--- src/rtl/spi_master.sv ---
// Byte-oriented SPI master, CPOL=0, MSB first.
// Sends one byte per accepted start and can keep cs low across a burst of
// bytes. sck is a registered clock kept slow so the far-side glitch filter
// sees clean edges.
//
// Ports:
//   clk      main clock
//   rst_n    synchronous active-low reset
//   start    transfer request, accepted only while busy=0
//   last     sampled with an accepted start; 1 = release cs after this byte
//   stop     in HOLD: close the burst without sending another byte
//   tx_data  byte to send, sampled with an accepted start
//   rx_data  byte received on sdi, valid from done onward
//   done     one-cycle pulse when a byte completes
//   busy     1 = start is not accepted this cycle
//   sck      spi clock, idle 0
//   cs       spi chip select, active low, idle 1
//   sdo      spi data out (MOSI), idle 0
//   sdi      spi data in (MISO), asynchronous to clk
module spi_master #(
  parameter int unsigned CLK_DIV  = 16,
  parameter int unsigned CS_SETUP = 16,
  parameter int unsigned CS_HOLD  = 16,
  parameter int unsigned CS_IDLE  = 32
) (
  input  logic       clk,
  input  logic       rst_n,
  input  logic       start,
  input  logic       last,
  input  logic       stop,
  input  logic [7:0] tx_data,
  output logic [7:0] rx_data,
  output logic       done,
  output logic       busy,
  output logic       sck,
  output logic       cs,
  output logic       sdo,
  input  logic       sdi
);

  typedef enum logic [2:0] {
    S_IDLE,
    S_LEAD,
    S_LOW,
    S_HIGH,
    S_TRAIL,
    S_HOLD,
    S_GAP
  } state_t;

  // Terminal counts: each timed state runs for exactly N cycles.
  localparam logic [15:0] DIV_LAST   = 16'(CLK_DIV - 1);
  localparam logic [15:0] SETUP_LAST = 16'(CS_SETUP - 1);
  localparam logic [15:0] HOLD_LAST  = 16'(CS_HOLD - 1);
  localparam logic [15:0] IDLE_LAST  = 16'(CS_IDLE - 1);

  state_t      state_q, state_d;
  logic [15:0] cnt_q, cnt_d;
  logic [2:0]  bit_q, bit_d;
  logic [7:0]  tx_q, tx_d;
  logic [7:0]  rx_sh_q, rx_sh_d;
  logic [7:0]  rx_data_q, rx_data_d;
  logic        last_q, last_d;
  logic        done_q, done_d;
  logic        sck_q, sck_d;
  logic        cs_q, cs_d;
  logic        sdo_q, sdo_d;
  logic        sdi_meta_q, sdi_meta_d;
  logic        sdi_sync_q, sdi_sync_d;

  always_ff @(posedge clk) begin
    if (!rst_n) begin
      state_q    <= S_IDLE;
      cnt_q      <= '0;
      bit_q      <= '0;
      tx_q       <= '0;
      rx_sh_q    <= '0;
      rx_data_q  <= '0;
      last_q     <= 1'b0;
      done_q     <= 1'b0;
      sck_q      <= 1'b0;
      cs_q       <= 1'b1;
      sdo_q      <= 1'b0;
      sdi_meta_q <= 1'b0;
      sdi_sync_q <= 1'b0;
    end else begin
      state_q    <= state_d;
      cnt_q      <= cnt_d;
      bit_q      <= bit_d;
      tx_q       <= tx_d;
      rx_sh_q    <= rx_sh_d;
      rx_data_q  <= rx_data_d;
      last_q     <= last_d;
      done_q     <= done_d;
      sck_q      <= sck_d;
      cs_q       <= cs_d;
      sdo_q      <= sdo_d;
      sdi_meta_q <= sdi_meta_d;
      sdi_sync_q <= sdi_sync_d;
    end
  end

  always_comb begin
    state_d    = state_q;
    cnt_d      = cnt_q + 16'd1;
    bit_d      = bit_q;
    tx_d       = tx_q;
    rx_sh_d    = rx_sh_q;
    rx_data_d  = rx_data_q;
    last_d     = last_q;
    done_d     = 1'b0;
    sck_d      = sck_q;
    cs_d       = cs_q;
    sdo_d      = sdo_q;
    sdi_meta_d = sdi;
    sdi_sync_d = sdi_meta_q;

    case (state_q)
      S_IDLE: begin
        cnt_d = '0;
        if (start) begin
          tx_d    = tx_data;
          last_d  = last;
          bit_d   = '0;
          cs_d    = 1'b0;
          sdo_d   = tx_data[7];
          state_d = S_LEAD;
        end
      end
      S_LEAD: begin
        if (cnt_q == SETUP_LAST) begin
          cnt_d   = '0;
          state_d = S_LOW;
        end
      end
      S_LOW: begin
        if (cnt_q == DIV_LAST) begin
          cnt_d   = '0;
          sck_d   = 1'b1;
          state_d = S_HIGH;
        end
      end
      S_HIGH: begin
        if (cnt_q == DIV_LAST) begin
          // Falling edge: capture sdi, then either present the next bit
          // or finish the byte.
          cnt_d   = '0;
          sck_d   = 1'b0;
          rx_sh_d = {rx_sh_q[6:0], sdi_sync_q};
          bit_d   = bit_q + 3'd1;
          if (bit_q == 3'd7) begin
            rx_data_d = {rx_sh_q[6:0], sdi_sync_q};
            done_d    = 1'b1;
            sdo_d     = 1'b0;
            state_d   = last_q ? S_TRAIL : S_HOLD;
          end else begin
            sdo_d   = tx_q[6];
            tx_d    = {tx_q[6:0], 1'b0};
            state_d = S_LOW;
          end
        end
      end
      S_HOLD: begin
        cnt_d = '0;
        // start has priority over stop.
        if (start) begin
          tx_d    = tx_data;
          last_d  = last;
          bit_d   = '0;
          sdo_d   = tx_data[7];
          state_d = S_LOW;
        end else if (stop) begin
          state_d = S_TRAIL;
        end
      end
      S_TRAIL: begin
        if (cnt_q == HOLD_LAST) begin
          cnt_d   = '0;
          cs_d    = 1'b1;
          state_d = S_GAP;
        end
      end
      S_GAP: begin
        if (cnt_q == IDLE_LAST) begin
          cnt_d   = '0;
          state_d = S_IDLE;
        end
      end
      default: begin
        cnt_d   = '0;
        state_d = S_IDLE;
      end
    endcase
  end

  assign rx_data = rx_data_q;
  assign done    = done_q;
  assign busy    = (state_q != S_IDLE) && (state_q != S_HOLD);
  assign sck     = sck_q;
  assign cs      = cs_q;
  assign sdo     = sdo_q;

endmodule

--- config.mk ---
export PLATFORM = sky130hd
export DESIGN_NAME = spi_master
export DESIGN_NICKNAME = d
export VERILOG_FILES = /design/src/rtl/spi_master.sv
export SDC_FILE = /design/constraint.sdc
export NUM_CORES = 1
export LEC_CHECK = 0
export CAP_MARGIN = 20
export CORE_MARGIN = 1.5
export CORE_UTILIZATION = 34
export CTS_CLUSTER_SIZE = 30
export DETAILED_ROUTE_END_ITERATION = 16
export DONT_BUFFER_PORTS = 1
export GPL_ROUTABILITY_DRIVEN = 0
export PLACE_DENSITY = 0.44
export SLEW_MARGIN = 5
export SYNTH_ARGS = -nofsm -noshare
export SYNTH_HDL_FRONTEND = slang
export SYNTH_SLANG_ARGS = --single-unit
--- constraint.sdc ---
create_clock -name clk -period 2.4 [get_ports clk]
set_input_delay 0.48 -clock clk [delete_from_list [all_inputs] [get_ports clk]]
set_output_delay 0.48 -clock clk [all_outputs]
set_load 0.03 [all_outputs]
---- Word-level counts from Yosys, hierarchy flattened ----
Cells that the tools add are included.
word-level totals
  flip-flop bits (word level) ............. 51
  input port bits ......................... 14
  output and inout port bits .............. 13
  logic and storage cells ................. 82
operators by class
  add/sub/neg operators ................... 2
  eq/ne operators ......................... 19
  multiplexer cells ....................... 31
  reductions and logical operators ........ 17
operators by type and width
  kind                                                                    count
  3-bit two-way mux                                                       11
  16-bit two-way mux                                                      2
  16-bit one-hot mux with 2 select lines                                  1
  7-bit two-way mux                                                       3
  3-bit one-hot mux with 7 select lines                                   1
  16-bit by 1-bit adder with 16-bit output, second input constant         1
  16-bit by 4-bit equality test with 1-bit output, second input constant  1
  16-bit by 5-bit equality test with 1-bit output, second input constant  1
  3-bit AND reduction                                                     5
  2-bit != test, second input constant                                    7
  7-bit one-hot mux with 2 select lines                                   1
  3-bit equality test, second input constant                              4
  1-bit two-way mux                                                       8
  7-bit AND reduction                                                     1
  3-bit by 2-bit equality test with 1-bit output, second input constant   2
  3-bit != test, second input constant                                    2
  1-bit one-hot mux with 2 select lines                                   3
  3-bit one-hot mux with 2 select lines                                   1
  2-bit nonzero test                                                      3
  2-bit AND reduction                                                     2
  4-bit AND reduction                                                     1
  4-bit OR reduction                                                      1
  3-bit by 1-bit adder with 3-bit output, second input constant           1
  3-bit by 1-bit equality test with 1-bit output, second input constant   1
  5 further kinds                                                         5

---- Logic depth before layout (Yosys ltp) ----
Gate-level depths: netlist of run 1.
  depth after elaboration ................. 4
  depth in mapped cells ................... 9
  depth with buffers taken out ............ 7

---- Worst setup path before layout of run 1 ----
OpenSTA, ideal clock, no wires.
  path type ............................... flip-flop to flip-flop
  start ................................... register cnt_q[0]
  end ..................................... register cnt_q[5]
  library setup time ...................... 0.064 ns
  data arrival time ....................... 1.735 ns
  data required time ...................... 2.336 ns
  slack ................................... 0.601 ns
  cell stages (with the launch flop) ...... 10
  path buffers ............................ 3
  period minus slack after synthesis ...... 1.799 ns
  path through ............................ dfxtp_1 -> ha_1 -> and4_1 -> buf_2 -> nand4_1 -> a32oi_1 -> or3b_1 -> buf_2 -> buf_6 -> nor2_1
between the ends
  word-level cells in the longest chain between the ends .. 3
  elaborated cells between the ends (all ways) .. 6
  classes of those cells .................. add/sub: 1; eq/ne: 2; mux: 3
RTL lines
  item                                                                    RTL line  RTL
  start: declaration                                                      58        logic [15:0] cnt_q, cnt_d;
  start signal: assignment                                                88        cnt_q <= cnt_d;
  16-bit by 1-bit adder with 16-bit output, or another cell as far along  105       cnt_d = cnt_q + 16'd1;
  16-bit two-way mux, on equally long branches                            --
  16-bit one-hot mux with 2 select lines *                                118       case (state_q)
Mark *: on every way between the ends. The rest lies on a longest branch, timed or not.
A chain may end at the register's enable or synchronous reset.

---- Final worst setup path of run 1 ----
  start ................................... register state_q[2]
  end ..................................... output port busy
between the ends
  word-level cells in the longest chain between the ends .. 2
  elaborated cells between the ends (all ways) .. 3
  classes of those cells .................. eq/ne: 1; reduce/logical: 2
RTL lines
  item                                                        RTL line  RTL
  start: declaration                                          57        state_t state_q, state_d;
  start signal: assignment                                    87        state_q <= state_d;
  3-bit != test / 3-bit nonzero test (equally long branches)  198       assign busy = (state_q != S_IDLE) && (state_q != S_HOLD);
  1-bit logical AND *                                         198
  end: declaration                                            34        output logic busy,
Marked as above.

==> flow_metrics.env, run 1 <==
export IMPL_status="complete, but fails checks"
export IMPL_violations="design-rule violations"
export IMPL_antenna_found_initial=0
export IMPL_io_buffer_count=0
export IMPL_min_delay_start="rst_n"
export IMPL_post_cts_buffers=0
export IMPL_timing_rr_start="cnt_q[0]$_SDFF_PN0_"
export IMPL_critPathArrivalTime_ns=1.55
export IMPL_synth_ff_type="dfxtp_1"
export IMPL_setup_viol=0
export IMPL_min_period_ns=2.025
export IMPL_wl_per_cell_microns=13.97
export IMPL_grt_pass1_vias=1628
export IMPL_routed_via_density=4.997
export IMPL_syn_cell_area_sq_um=2307
export IMPL_dp_cells=322
export IMPL_hold_ws_ns=0.2471
export IMPL_cp_max_fo=14
export IMPL_yosysUniqueCellTypes=42
export IMPL_cts_resized=0
export IMPL_dp_hpwl_mm=3.151
export IMPL_crit_path_cell_trace="xnor2_1, nor2b_1, inv_2"
export IMPL_critPathCaptureType="primary output"
export IMPL_ys_async_sr_fraction=0
export IMPL_vias=1649
export IMPL_skew_ns=0.007678
export IMPL_dp_slack_ns=0.4064
export IMPL_syn_avg_cell_area_sq_um=9.084
export IMPL_drcViolationCount=2
export IMPL_htree_levels=2
export IMPL_post_route_period_util=0.8439
export IMPL_crit_required_ns=1.92
export IMPL_yosys_warnings=0
export IMPL_irDropWorstVdd_v=0.0002508
export IMPL_grt_max_degree=29
export IMPL_rsz0062_at_grt="no"
export IMPL_grt_usage=0.1359
export IMPL_layout_setup_ws_ns=0.3746
export IMPL_holdPathEnd="cs$_SDFFE_PN1P_"
export IMPL_fin_nets=269
export IMPL_holdPathStages=1
export IMPL_fp_dieH_microns=85.38
export IMPL_rr_endpoint="tx_q[1]$_SDFFE_PN0P_"
export IMPL_io_pins=27
export IMPL_synth_edf_count=0
export IMPL_first_iter_violations=98
export IMPL_syn2layout_area_growth_pct=7.972
export IMPL_netlist_instances=254
export IMPL_reg2reg_depth=7
export IMPL_drtPass1Iterations=10
export IMPL_ff2ff_setup_slack_ns=0.43
export IMPL_critPathMaxStageDelay_ns=0.62
export IMPL_root_buffer="clkbuf_8"
export IMPL_relSlewSlack=0.6349
export IMPL_ys_ff_latch=51
export IMPL_num_rows=29
export IMPL_worst_pin_slew_ns=0.5476
export IMPL_clkLatencyLatePin_ns=0.31
export IMPL_fp_dieW_microns=85.38
export IMPL_hold_path_class="input port to register"
export IMPL_fin_cells=330
export IMPL_p_per_area_nw_per_um2=887.0
export IMPL_hold_viol_final=0
export IMPL_cts_hold_buf=0
export IMPL_fp_coreArea_sq_um=6459
export IMPL_utilization=0.3857
export IMPL_ant_nets=0
export IMPL_clk_pin_slew_ns=0.10
export IMPL_p_leak_nw=0.8199
export IMPL_antenna_cells=0
export IMPL_die_area_sq_um=7289
export IMPL_cts_tree="yes"
export IMPL_routed_wirelength_mm=4.609
export IMPL_drv_cap=0
export IMPL_path_class="register to primary output"
export IMPL_max_clock_freq_ghz=0.4937
export IMPL_numCtsBuffers=5
export IMPL_timing_final_max_slew_violations=0
export IMPL_start_kind="register"
export IMPL_post_route_cells_drive_above_1_share=0.08696
export IMPL_cp_slowest_cell="dfxtp_1"
export IMPL_setup_tns_ns=0
export IMPL_synth_nets=271
export IMPL_overflow=0
export IMPL_ys_seq_area_frac=0.4425
export IMPL_grt_pass1_wl_mm=7.935
export IMPL_cts_buffer_depth=2
export IMPL_start_util=0.3572
export IMPL_clkSinkCount=51
[layer usage]
layer	share of wire	track usage
met1	0.52	0.1845
met2	0.43	0.2114
met3	0.035	0.03210
met4	0.013	0.04839
met5	0	0
[cells in the mapped netlist (all sizes together) (2+ instances only)]
cell type  count  area, sq um
o211ai         3        22.52
a311oi         7        80.07
or3b           2        17.52
and4           3        26.28
nor2b          5        31.28
nand3         10        50.05
ha             3        37.54
buf           10        67.56
nor2          48        195.2
xnor2         10        87.58
clkbuf         3        11.26
and2           4        25.02
mux2i         18        180.2
nand4          5        31.28
nor3           4        20.02
nand3b         3        22.52
inv            4        15.02
nor3b          2        15.01
a21oi          7        35.03
xor2           6        52.55
dfxtp         51         1021
nand2         28        105.1
o21ai          4        20.02
nor4           2        33.78
[cell families (layout without fill, tap and decap cells)]
kind of cell	after synthesis	count (layout)	synth area share
multiplexers	18	18	0.07809
flip-flops	51	51	0.4425
adder cells (fa/ha/maj)	3	3	0.01627
AND/OR/NAND/NOR	120	120	0.2609
XOR/XNOR	16	16	0.06074
buffers and inverters	17	16	0.04067
AO/OA/AOI/OAI	29	29	0.1009
[worst max path at each step]
stage                                 endpoint                    start  slack (ns)
after floorplan            cnt_q[5]$_SDFF_PN0_      cnt_q[0]$_SDFF_PN0_        0.60
after global placement    tx_q[6]$_SDFFE_PN0P_  state_q[2]$_SDFFE_PN0P_        0.44
after detailed placement  tx_q[3]$_SDFFE_PN0P_      cnt_q[0]$_SDFF_PN0_        0.41
after CTS                                 busy  state_q[2]$_SDFFE_PN0P_        0.36
after global routing      tx_q[1]$_SDFFE_PN0P_      cnt_q[0]$_SDFF_PN0_        0.19
final                                     busy  state_q[2]$_SDFFE_PN0P_        0.37
[power breakdown]
group	internal (mW)	switching [mW]
combinational	0.180	0.304
sequential	0.912	0.0984
clock	0.416	0.299
[layout make-up]
class | instances | area (sq um)
clock buffers | 5 | 68.82
clock inverters | 3 | 67.56
fillers | 661 | 3968
inverters | 4 | 15.01
multi-input cells | 186 | 1192
flip-flops and latches | 51 | 1021
well taps | 77 | 96.34
repair buffers | 4 | 30.03
[cells in the final DEF (no fill, tap or decap), types with 2 or more instances in the layout]
cell type / n
dfxtp_1: 51
nor2_1: 46
nand2_1: 28
mux2i_1: 18
xnor2_1: 10
nand3_1: 10
a21oi_1: 7
xor2_1: 6
nor2b_1: 5
nand4_1: 5
clkbuf_8: 5
nor3_1: 4
o21ai_0: 4
and2_1: 4
a311oi_1: 4
buf_4: 4
and4_1: 3
o211ai_1: 3
nand3b_1: 3
a311oi_2: 3
ha_1: 3
inv_2: 2
nor2_4: 2
or3b_1: 2
inv_1: 2
nor3b_1: 2
bufinv_16: 2
[state kept, by name (all words and copies together), names as in the netlist]
name and flops:
tx_q 7, sdo 1, sdi_sync_q 1, rx_sh_q 7
state_q 3, sck 1, done 1, cs 1
sdi_meta_q 1, bit_q 3, cnt_q 16, rx_data 8
last_q 1
[metrics by stage]
step,total power [mW],area [sq um]
final,2.210,2491
after global routing,2.343,2491
after CTS,2.247,2491
after detailed placement,1.522,2355
after global placement,1.522,2355
after floorplan,1.434,2307
[critical path, delay by kind of cell, from the launching register on]
kind / cells / cell delay [ns]
DFF: 1 / 0.62
buffers and inverters: 1 / 0.26
xor gates and xnor gates: 1 / 0.18
and+or+nand+nor: 1 / 0.18
Power figures use the tool's default switching activity.
==> run 2: changes to the inputs <==
==> constraint.sdc (replaced) <==
create_clock -name clk -period 2.04 [get_ports clk]
set_input_delay 0.408 -clock clk [delete_from_list [all_inputs] [get_ports clk]]
set_output_delay 0.408 -clock clk [all_outputs]
set_load 0.03 [all_outputs]
==> flow_metrics.env, run 2 (same netlist as run 1, synthesis figures left out) <==
export IMPL_antenna_found_initial=0
export IMPL_holdPathEnd="cs$_SDFFE_PN1P_"
export IMPL_rr_endpoint="tx_q[2]$_SDFFE_PN0P_"
export IMPL_reg2reg_depth=8
export IMPL_post_route_period_util=0.9192
export IMPL_clkSinkCount=51
export IMPL_fp_dieH_microns=85.38
export IMPL_final_area_sq_um=2529
export IMPL_dp_cells=326
export IMPL_root_buffer="clkbuf_8"
export IMPL_timing_final_max_slew_violations=0
export IMPL_routed_via_density=4.961
export IMPL_min_period_ns=1.875
export IMPL_numCtsBuffers=5
export IMPL_crit_family="compound AO/OA/AOI/OAI gates"
export IMPL_violations="design-rule violations"
export IMPL_critPathMaxStageDelay_ns=0.36
export IMPL_grt_usage=0.1327
export IMPL_hold_viol_final=0
export IMPL_syn2layout_area_growth_pct=9.599
export IMPL_largest_reg_flops=16
export IMPL_critPathArrivalTime_ns=2.08
export IMPL_first_iter_violations=59
export IMPL_relSlewSlack=0.6577
export IMPL_skew_ns=0.008937
export IMPL_p_leak_nw=0.8389
export IMPL_fill_cells=652
export IMPL_grt_max_degree=29
export IMPL_num_rows=29
export IMPL_io_pins=27
export IMPL_path_class="register to register"
export IMPL_fp_coreArea_sq_um=6459
export IMPL_drtPass1Iterations=10
export IMPL_mostFrequentLayoutCells="dfxtp_1 (50), nor2_1 (46), nand2_1 (28)"
export IMPL_die_area_sq_um=7289
export IMPL_drv_cap=0
export IMPL_ff2ff_setup_slack_ns=0.16
export IMPL_irDropWorstVdd_v=0.0002664
export IMPL_dp_hpwl_mm=3.171
export IMPL_max_clock_freq_ghz=0.5333
export IMPL_ff_latch_area_sq_um=1022
export IMPL_fp_dieW_microns=85.38
export IMPL_clkLatencyLatePin_ns=0.30
export IMPL_fin_cells=335
export IMPL_htree_levels=2
export IMPL_hold_ws_ns=0.1783
export IMPL_overflow=0
export IMPL_grt_pass1_vias=1637
export IMPL_routed_wirelength_mm=4.529
export IMPL_cts_tree="yes"
export IMPL_cts_buffer_depth=2
export IMPL_start_util=0.3572
export IMPL_grt_pass1_wl_mm=7.721
export IMPL_clk_pin_slew_ns=0.09
export IMPL_p_per_area_nw_per_um2=970.7
export IMPL_status="complete, but fails checks"
export IMPL_antenna_cells=0
export IMPL_io_buffer_count=0
export IMPL_largest_register="cnt_q"
export IMPL_place_area_sq_um=2385
export IMPL_start_kind="register"
export IMPL_fin_nets=274
export IMPL_power_mw=2.454
export IMPL_drcViolationCount=2
export IMPL_wl_per_cell_microns=13.52
export IMPL_cp_slowest_cell="dfxtp_1"
export IMPL_crit_path_cell_trace="ha_2, and4b_1, nand4_1, buf_6, a22oi_4, buf_12, nor2_1, a311oi_1"
export IMPL_cp_max_fo=14
export IMPL_min_delay_start="rst_n"
export IMPL_worstSetupStartpoint="cnt_q[0]$_SDFF_PN0_"
export IMPL_post_route_cells_drive_above_1_share=0.1202
export IMPL_holdPathStages=1
export IMPL_path_buf_inv=2
export IMPL_crit_required_ns=2.25
export IMPL_critPathCaptureType="register"
export IMPL_vias=1662
export IMPL_final_common_cell="dfxtp_1"
export IMPL_hold_path_class="input port to register"
export IMPL_multi_input_area_sq_um=1207
export IMPL_ant_nets=0
export IMPL_timing_rr_start="cnt_q[0]$_SDFF_PN0_"
export IMPL_setup_viol=0
export IMPL_worst_pin_slew_ns=0.5128
## run 2: cell types whose count changed in the layout (fill, tap and decap cells not counted), moves of 2 or more
| cell | before | now |
|---|---|---|
| buf_4 | 4 | 6 |
| buf_6 | 0 | 2 |
| bufinv_16 | 2 | 0 |
| clkbuf_8 | 5 | 7 |
## run 2: power breakdown
part	internal, mW	total (mW)	switching (mW)
clock network	0.310	0.632	0.322
registers	1.07	1.17	0.0961
logic	0.270	0.653	0.383
total	1.65	2.45	0.802
## run 2: how the worst max path moves through the flow
stage                              end  slack [ns]  cells after the start
2_1_floorplan      cnt_q[5]$_SDFF_PN0_        0.24                      9
3_3_place_gp       cnt_q[8]$_SDFF_PN0_        0.12                      8
3_5_place_dp       cnt_q[5]$_SDFF_PN0_        0.07                      8
4_1_cts            cnt_q[5]$_SDFF_PN0_        0.04                      8
5_1_grt        state_q[2]$_SDFFE_PN0P_      -0.009                      7
6_report          tx_q[2]$_SDFFE_PN0P_        0.16                      8
## run 2: stage by stage
step,setup TNS (ns),util,worst slack (ns)
global placement,0,0.3692,0.1197
finish,0,0.3915,0.1649
floorplan,0,-,0.2408
global route,-0.02851,0.3915,-0.009110
CTS,0,0.3851,0.03740
detailed placement,0,0.3692,0.07219
## run 2: timing repair
action,CTS,global route
buffers inserted,0,1
hold buffers,0,0
pin swaps,0,1
endpoints found under the setup margin,1,35
gates resized for setup,1,7
## run 2: routing by layer
layer  vias to the layer above  track usage  share of wire
met1                       751       0.1712           0.49
met3                         5      0.03405          0.050
met2                        29       0.2121           0.45
met5                         -            0              0
li1                        877            -              -
met4                         0      0.05279          0.011
## run 2: area by class of cell
type	instances	area share
Inverter	4	0.005938
Tap cell	77	0.03810
Sequential cell	51	0.4043
Multi-Input combinational cell	186	0.4775
Timing Repair Buffer	9	0.03464
Clock buffer	8	0.03958
## run 2: worst reg2reg max path, cell delays in order (launching register included)
cell      delay [ns]
dfxtp_1         0.36
ha_2            0.22
and4b_1         0.22
nand4_1         0.13
buf_6           0.19
a22oi_4         0.21
buf_12          0.16
nor2_1          0.04
a311oi_1        0.24
